**src/rtl/uart_tx_arbiter_pkg.sv**
```systemverilog
// rtl/uart_tx_arbiter_pkg.sv - shared state encoding, defaults and index helper for the UART TX arbiter
package uart_tx_arbiter_pkg;

    typedef enum logic [1:0] {
        ST_IDLE      = 2'd0,
        ST_LAUNCH    = 2'd1,
        ST_WAIT_BUSY = 2'd2,
        ST_WAIT_DONE = 2'd3
    } arb_state_t;

    localparam int DATA_SIZE_DEF    = 8;
    localparam int NUM_REQ_DEF      = 4;
    localparam int BUSY_TIMEOUT_DEF = 15;

    function automatic int wrap_idx(input int base, input int step, input int n);
        return (base + step) % n;
    endfunction

endpackage

```
**src/rtl/uart_tx_arbiter_rr.sv**
```systemverilog
// rtl/uart_tx_arbiter_rr.sv - combinational round-robin pick starting one past the last grant
module rr_arbiter_uart
    import uart_tx_arbiter_pkg::*;
#(
    parameter int NUM_REQ = NUM_REQ_DEF,
    parameter int IW      = $clog2(NUM_REQ)
) (
    input  logic [NUM_REQ-1:0] req,
    input  logic [IW-1:0]      ptr,
    output logic [NUM_REQ-1:0] grant_oh,
    output logic [IW-1:0]      grant_idx,
    output logic               grant_vld
);

    always_comb begin
        logic [IW-1:0] sel;
        grant_oh  = '0;
        grant_idx = '0;
        grant_vld = 1'b0;
        sel       = '0;
        // Step k=NUM_REQ lands back on ptr itself, so the last grantee is considered last.
        for (int k = 1; k <= NUM_REQ; k++) begin
            sel = IW'(wrap_idx(int'(ptr), k, NUM_REQ));
            if (!grant_vld && req[sel]) begin
                grant_vld     = 1'b1;
                grant_idx     = sel;
                grant_oh[sel] = 1'b1;
            end
        end
    end

endmodule

```
**src/rtl/uart_tx_arbiter.sv**
```systemverilog
// rtl/uart_tx_arbiter.sv - round-robin sharing of one UART TX between byte requesters
module uart_tx_arbiter
    import uart_tx_arbiter_pkg::*;
#(
    parameter int DATA_SIZE    = DATA_SIZE_DEF,
    parameter int NUM_REQ      = NUM_REQ_DEF,
    parameter int BUSY_TIMEOUT = BUSY_TIMEOUT_DEF
) (
    input  logic                           CLK_FSM,
    input  logic                           RST_FSM,
    input  logic [NUM_REQ-1:0]             REQ_VLD,
    input  logic [NUM_REQ*DATA_SIZE-1:0]   REQ_DATA,
    input  logic [NUM_REQ-1:0]             REQ_PAR_EN,
    output logic [NUM_REQ-1:0]             REQ_ACK,
    output logic [NUM_REQ-1:0]             REQ_DONE,
    output logic [DATA_SIZE-1:0]           TX_DATA,
    output logic                           TX_PAR_EN,
    output logic                           TX_DATA_VALID,
    input  logic                           TX_BUSY,
    output logic [$clog2(NUM_REQ)-1:0]     GRANT_ID,
    output logic                           ARB_BUSY,
    output logic                           TIMEOUT_ERR
);

    localparam int IW = $clog2(NUM_REQ);
    localparam int TW = $clog2(BUSY_TIMEOUT + 1);

    arb_state_t state, state_next;

    logic [IW-1:0]        ptr, ptr_d;
    logic [TW-1:0]        timer, timer_d, timer_inc;
    logic [IW-1:0]        grant_id_d;
    logic [DATA_SIZE-1:0] data_d, pick_data;
    logic                 par_d;
    logic                 valid_d, arb_busy_d, err_d;
    logic [NUM_REQ-1:0]   ack_d, done_d;

    logic [NUM_REQ-1:0]   pick_oh;
    logic [IW-1:0]        pick_idx;
    logic                 pick_vld;
    logic                 launch_ok;

    rr_arbiter_uart #(
        .NUM_REQ (NUM_REQ),
        .IW      (IW)
    ) u_rr (
        .req       (REQ_VLD),
        .ptr       (ptr),
        .grant_oh  (pick_oh),
        .grant_idx (pick_idx),
        .grant_vld (pick_vld)
    );

    // A busy UART in IDLE is someone else's frame; just hold off the grant.
    assign launch_ok = pick_vld && !TX_BUSY;
    assign timer_inc = timer + TW'(1);

    always_comb begin
        pick_data = '0;
        for (int i = 0; i < NUM_REQ; i++) begin
            if (pick_oh[i]) begin
                pick_data = REQ_DATA[i*DATA_SIZE +: DATA_SIZE];
            end
        end
    end

    always_ff @(posedge CLK_FSM or negedge RST_FSM) begin
        if (!RST_FSM) begin
            state         <= ST_IDLE;
            ptr           <= IW'(NUM_REQ - 1);
            timer         <= '0;
            GRANT_ID      <= '0;
            TX_DATA       <= '0;
            TX_PAR_EN     <= 1'b0;
            TX_DATA_VALID <= 1'b0;
            REQ_ACK       <= '0;
            REQ_DONE      <= '0;
            ARB_BUSY      <= 1'b0;
            TIMEOUT_ERR   <= 1'b0;
        end else begin
            state         <= state_next;
            ptr           <= ptr_d;
            timer         <= timer_d;
            GRANT_ID      <= grant_id_d;
            TX_DATA       <= data_d;
            TX_PAR_EN     <= par_d;
            TX_DATA_VALID <= valid_d;
            REQ_ACK       <= ack_d;
            REQ_DONE      <= done_d;
            ARB_BUSY      <= arb_busy_d;
            TIMEOUT_ERR   <= err_d;
        end
    end

    always_comb begin
        state_next = state;
        case (state)
            ST_IDLE:      if (launch_ok) state_next = ST_LAUNCH;
            ST_LAUNCH:    state_next = ST_WAIT_BUSY;
            ST_WAIT_BUSY: begin
                if (TX_BUSY) begin
                    state_next = ST_WAIT_DONE;
                end else if (timer_inc == TW'(BUSY_TIMEOUT)) begin
                    state_next = ST_IDLE;
                end
            end
            ST_WAIT_DONE: if (!TX_BUSY) state_next = ST_IDLE;
            default:      state_next = ST_IDLE;
        endcase
    end

    // Next values of every registered output; the pulses default low each cycle.
    always_comb begin
        ptr_d      = ptr;
        timer_d    = timer;
        grant_id_d = GRANT_ID;
        data_d     = TX_DATA;
        par_d      = TX_PAR_EN;
        valid_d    = 1'b0;
        ack_d      = '0;
        done_d     = '0;
        err_d      = 1'b0;
        arb_busy_d = (state_next != ST_IDLE);
        case (state)
            ST_IDLE: begin
                if (launch_ok) begin
                    grant_id_d = pick_idx;
                    data_d     = pick_data;
                    par_d      = REQ_PAR_EN[pick_idx];
                    valid_d    = 1'b1;
                    ack_d      = pick_oh;
                end
            end
            ST_LAUNCH: timer_d = '0;
            ST_WAIT_BUSY: begin
                if (!TX_BUSY) begin
                    timer_d = timer_inc;
                    if (timer_inc == TW'(BUSY_TIMEOUT)) begin
                        err_d   = 1'b1;
                        ptr_d   = GRANT_ID;
                        timer_d = '0;
                    end
                end
            end
            ST_WAIT_DONE: begin
                if (!TX_BUSY) begin
                    done_d = NUM_REQ'(1) << GRANT_ID;
                    ptr_d  = GRANT_ID;
                end
            end
            default: ;
        endcase
    end

endmodule
```
**config.mk**
```make
export PLATFORM = sky130hd
export DESIGN_NAME = uart_tx_arbiter
export DESIGN_NICKNAME = d
export VERILOG_FILES = /design/src/rtl/uart_tx_arbiter_pkg.sv /design/src/rtl/uart_tx_arbiter_rr.sv /design/src/rtl/uart_tx_arbiter.sv
export SDC_FILE = /design/constraint.sdc
export NUM_CORES = 1
export LEC_CHECK = 0
export CAP_MARGIN = 20
export CORE_AREA = 2 2 71 73
export DETAILED_ROUTE_END_ITERATION = 10
export DIE_AREA = 0 0 73 75
export GPL_TIMING_DRIVEN = 1
export HOLD_SLACK_MARGIN = 0.05
export PLACE_DENSITY_LB_ADDON = 0.05
export SLEW_MARGIN = 10
export SYNTH_ARGS = -nofsm -noshare
export SYNTH_HDL_FRONTEND = slang
export SYNTH_HIERARCHICAL = 1
export SYNTH_SLANG_ARGS = --single-unit
```
**constraint.sdc**
```tcl
create_clock -name CLK_FSM -period 3.6 [get_ports CLK_FSM]
set_input_delay 0.36 -clock CLK_FSM [delete_from_list [all_inputs] [get_ports CLK_FSM]]
set_output_delay 0.36 -clock CLK_FSM [all_outputs]
set_load 0.02 [all_outputs]
```
==> impl_metrics.ini <==
[synth]
synth_largest_area_cell = dfrtp_1
yosysSeqAreaShare = 0.3527
synthTopCellsByArea = dfrtp_1 (33%), ha_1 (5.9%), nand2_1 (4.6%)
synth_ff_type = dfrtp_1
synth_most_common_cell = dfrtp_1
synthTopCellsByCount = dfrtp_1 (28), nand2_1 (26), nor2_1 (16)
netlist_instances = 223
synth_area_per_cell_um2 = 9.578
synth_top_area_frac = 0.3281
synth_nets = 276
synth_seq_cells = 30
syn_area_um2 = 2136
async_reset_ff_frac = 1.000
synth_edf_count = 0
ys.warnings.count = 6
synth.distinct_cells = 58

[detailed_routing]
drcViolationCount = 0
vias = 1915
dr.pass1.iters = 5
wire_per_inst_um = 14.91
wl_mm = 5.054
viasPerCell = 5.649
ant_nets = 0
drtIter0Drc = 92

[clocking]
cts_hold_buffers = 0
cts-resized-gates = 0
cts_tree = built
clock_latency_ps = 290
cts_root_buf = clkbuf_8
cts_sinks = 30
clkTransAtPathRegs_ps = 70
clock_path_buffers = 2
cts_inserted_buffers = 5
postCtsSetupRepairBufs = 0
h-tree-depth = 2

[timing]
tns_ps = 0
rsz0062_at_grt = false
tightest_slew_ps = 583.3
max_freq_mhz = 323.0
final-setup-viol-count = 0
setup_ws_ps = 504.4
fin_crit_ps = 3096
drv_slew = 0
period_share = 0.8599
skew_ps = 10.01
finalHoldViolCount = 0
relSlewSlack = 0.6110

[floorplanning]
core_area_um2 = 4661
die-width_um = 73
die_h_um = 75
core.rowCount = 25
floorplan.initialDensity = 0.4583
die_area_um2 = 5475
ios = 65

[power_and_ir_drop]
ir_drop_uv = 499.5
clkPwrFrac = 0.170
p_int_w = 0.001457
switching_power_w = 0.001046
powerDensity_nw_per_um2 = 857.8
comb_power_share = 0.593
p_seq_frac = 0.236
switching_share = 0.4178
p_leak_nw = 1.219

[outcome]
status = completed

[worst_setup_path]
worst_r2r_endpoint = TX_DATA[7]
worstReg2RegStart = ptr[1]
end_kind = register
start_kind = register
r2r_cells = 10
worstSetupPathType = reg -> reg
r2r_slack_ps = 500
path_max_fanout = 10
required_ps = 3800
worstPathArrival_ps = 3290

[place]
gp_congestion = 0.9081
hpwl_mm = 3.782
preCtsSetupSlack_ps = 491.9
port_buffers = 64

[run]
cap_violations = 0

[worst_hold_path]
holdCritPathClass = in -> async

[layout]
drive_above_1_share = 0.1298
area_delta_synth_final_pct = 36.61
diodes = 0
final_net_count = 337

[global_route]
grt_usage = 0.1998
grt_max_degree = 31
grt_pass1_wl_mm = 8.452
grt_pass1_vias = 1763
grt_overflow = 0
antenna_found_initial = 0
==> power groups by stage <==
stage | sequential, W | clock [W] | combinational [W]
finish | 0.000592 | 0.000427 | 0.00148
global route | 0.000610 | 0.000447 | 0.00163
CTS | 0.000591 | 0.000437 | 0.00149
detailed placement | 0.000595 | 0 | 0.00148
global placement | 0.000595 | 0 | 0.00148
floorplan | 0.000672 | 0 | 0.00103
==> critical path: stages, from the launching register on <==
cell and delay, ps:
dfstp_2 540, inv_1 120, ha_1 550, mux2i_4 390, o21ai_1 120, a221o_1 410
nor2b_1 150, buf_4 170, a221oi_1 80, a211o_1 300, a31oi_1 170
==> cells by family (layout without fill, tap and decap cells) <==
| logic type | count (synthesis) | in the layout | synth area share |
|---|---|---|---|
| adder cells (fa/ha/maj) | 10 | 10 | 0.05858 |
| AND/OR/NAND/NOR | 73 | 73 | 0.1752 |
| multiplexers | 11 | 11 | 0.07557 |
| AO/OA/AOI/OAI | 68 | 68 | 0.2560 |
| buffers and inverters | 30 | 92 | 0.07791 |
| XOR/XNOR | 1 | 1 | 0.004102 |
| flip-flops | 30 | 30 | 0.3527 |
==> layout by cell type, fill, tap and decap left out, drive strengths merged, types with 6 or more instances in the layout <==
| master | count |
|---|---|
| a211o | 8 |
| a221oi | 10 |
| a31oi | 9 |
| clkdlybuf4s50 | 64 |
| o21ai | 16 |
| dfrtp | 28 |
| inv | 14 |
| nand2 | 26 |
| ha | 10 |
| clkbuf | 6 |
| nor2 | 17 |
| buf | 6 |
==> per-stage QoR <==
| stage | hold WS (ps) | instance area, um2 | power, W | utilization | instances |
|---|---|---|---|---|---|
| 6_report | 474.3 | 2918 | 0.002503 | 0.6260 | 339 |
| 5_1_grt | 524.2 | 2918 | 0.002683 | 0.6260 | 339 |
| 4_1_cts | 480.8 | 2918 | 0.002515 | 0.6260 | 339 |
| 3_5_place_dp | 498.3 | 2775 | 0.002079 | 0.5954 | 331 |
| 3_3_place_gp | 499.2 | 2775 | 0.002073 | 0.5954 | 331 |
| 2_1_floorplan | 64.41 | 2136 | 0.001700 | - | 223 |
==> metal layers <==
metal	global-route usage	wire length, um
met1	0.2762	2477
met2	0.3163	2314
met3	0.02544	188
met4	0.08642	74
met5	0	0
==> worst max-delay path by stage <==
stage,from,endpoint,slack [ps],cells after the start
floorplan,ptr[0],TX_DATA[0],770,13
global placement,REQ_VLD[2],TX_DATA[5],540,11
detailed placement,REQ_VLD[2],TX_DATA[7],490,11
CTS,ptr[1],TX_DATA[5],520,10
global route,ptr[1],TX_DATA[5],330,10
finish,ptr[1],TX_DATA[7],500,10
==> sequential cells by signal (all words and copies together), names as in the netlist <==
name and count:
ARB_BUSY 1, TX_PAR_EN 1, state 2, REQ_DONE 4
TX_DATA 8, GRANT_ID 2, TX_DATA_VALID 1, ptr 2
timer 4, TIMEOUT_ERR 1, REQ_ACK 4
==> cell type report <==
class                           instances  area [um2]
Timing Repair Buffer                   70       685.7
Clock buffer                            6       82.58
Clock inverter                          2       60.06
Tap cell                               54       67.56
Multi-Input combinational cell        163        1216
Sequential cell                        30       753.2
Inverter                               14       52.55
Fill cell                             400        1743
Note: power is estimated with default switching activity, not from simulation.
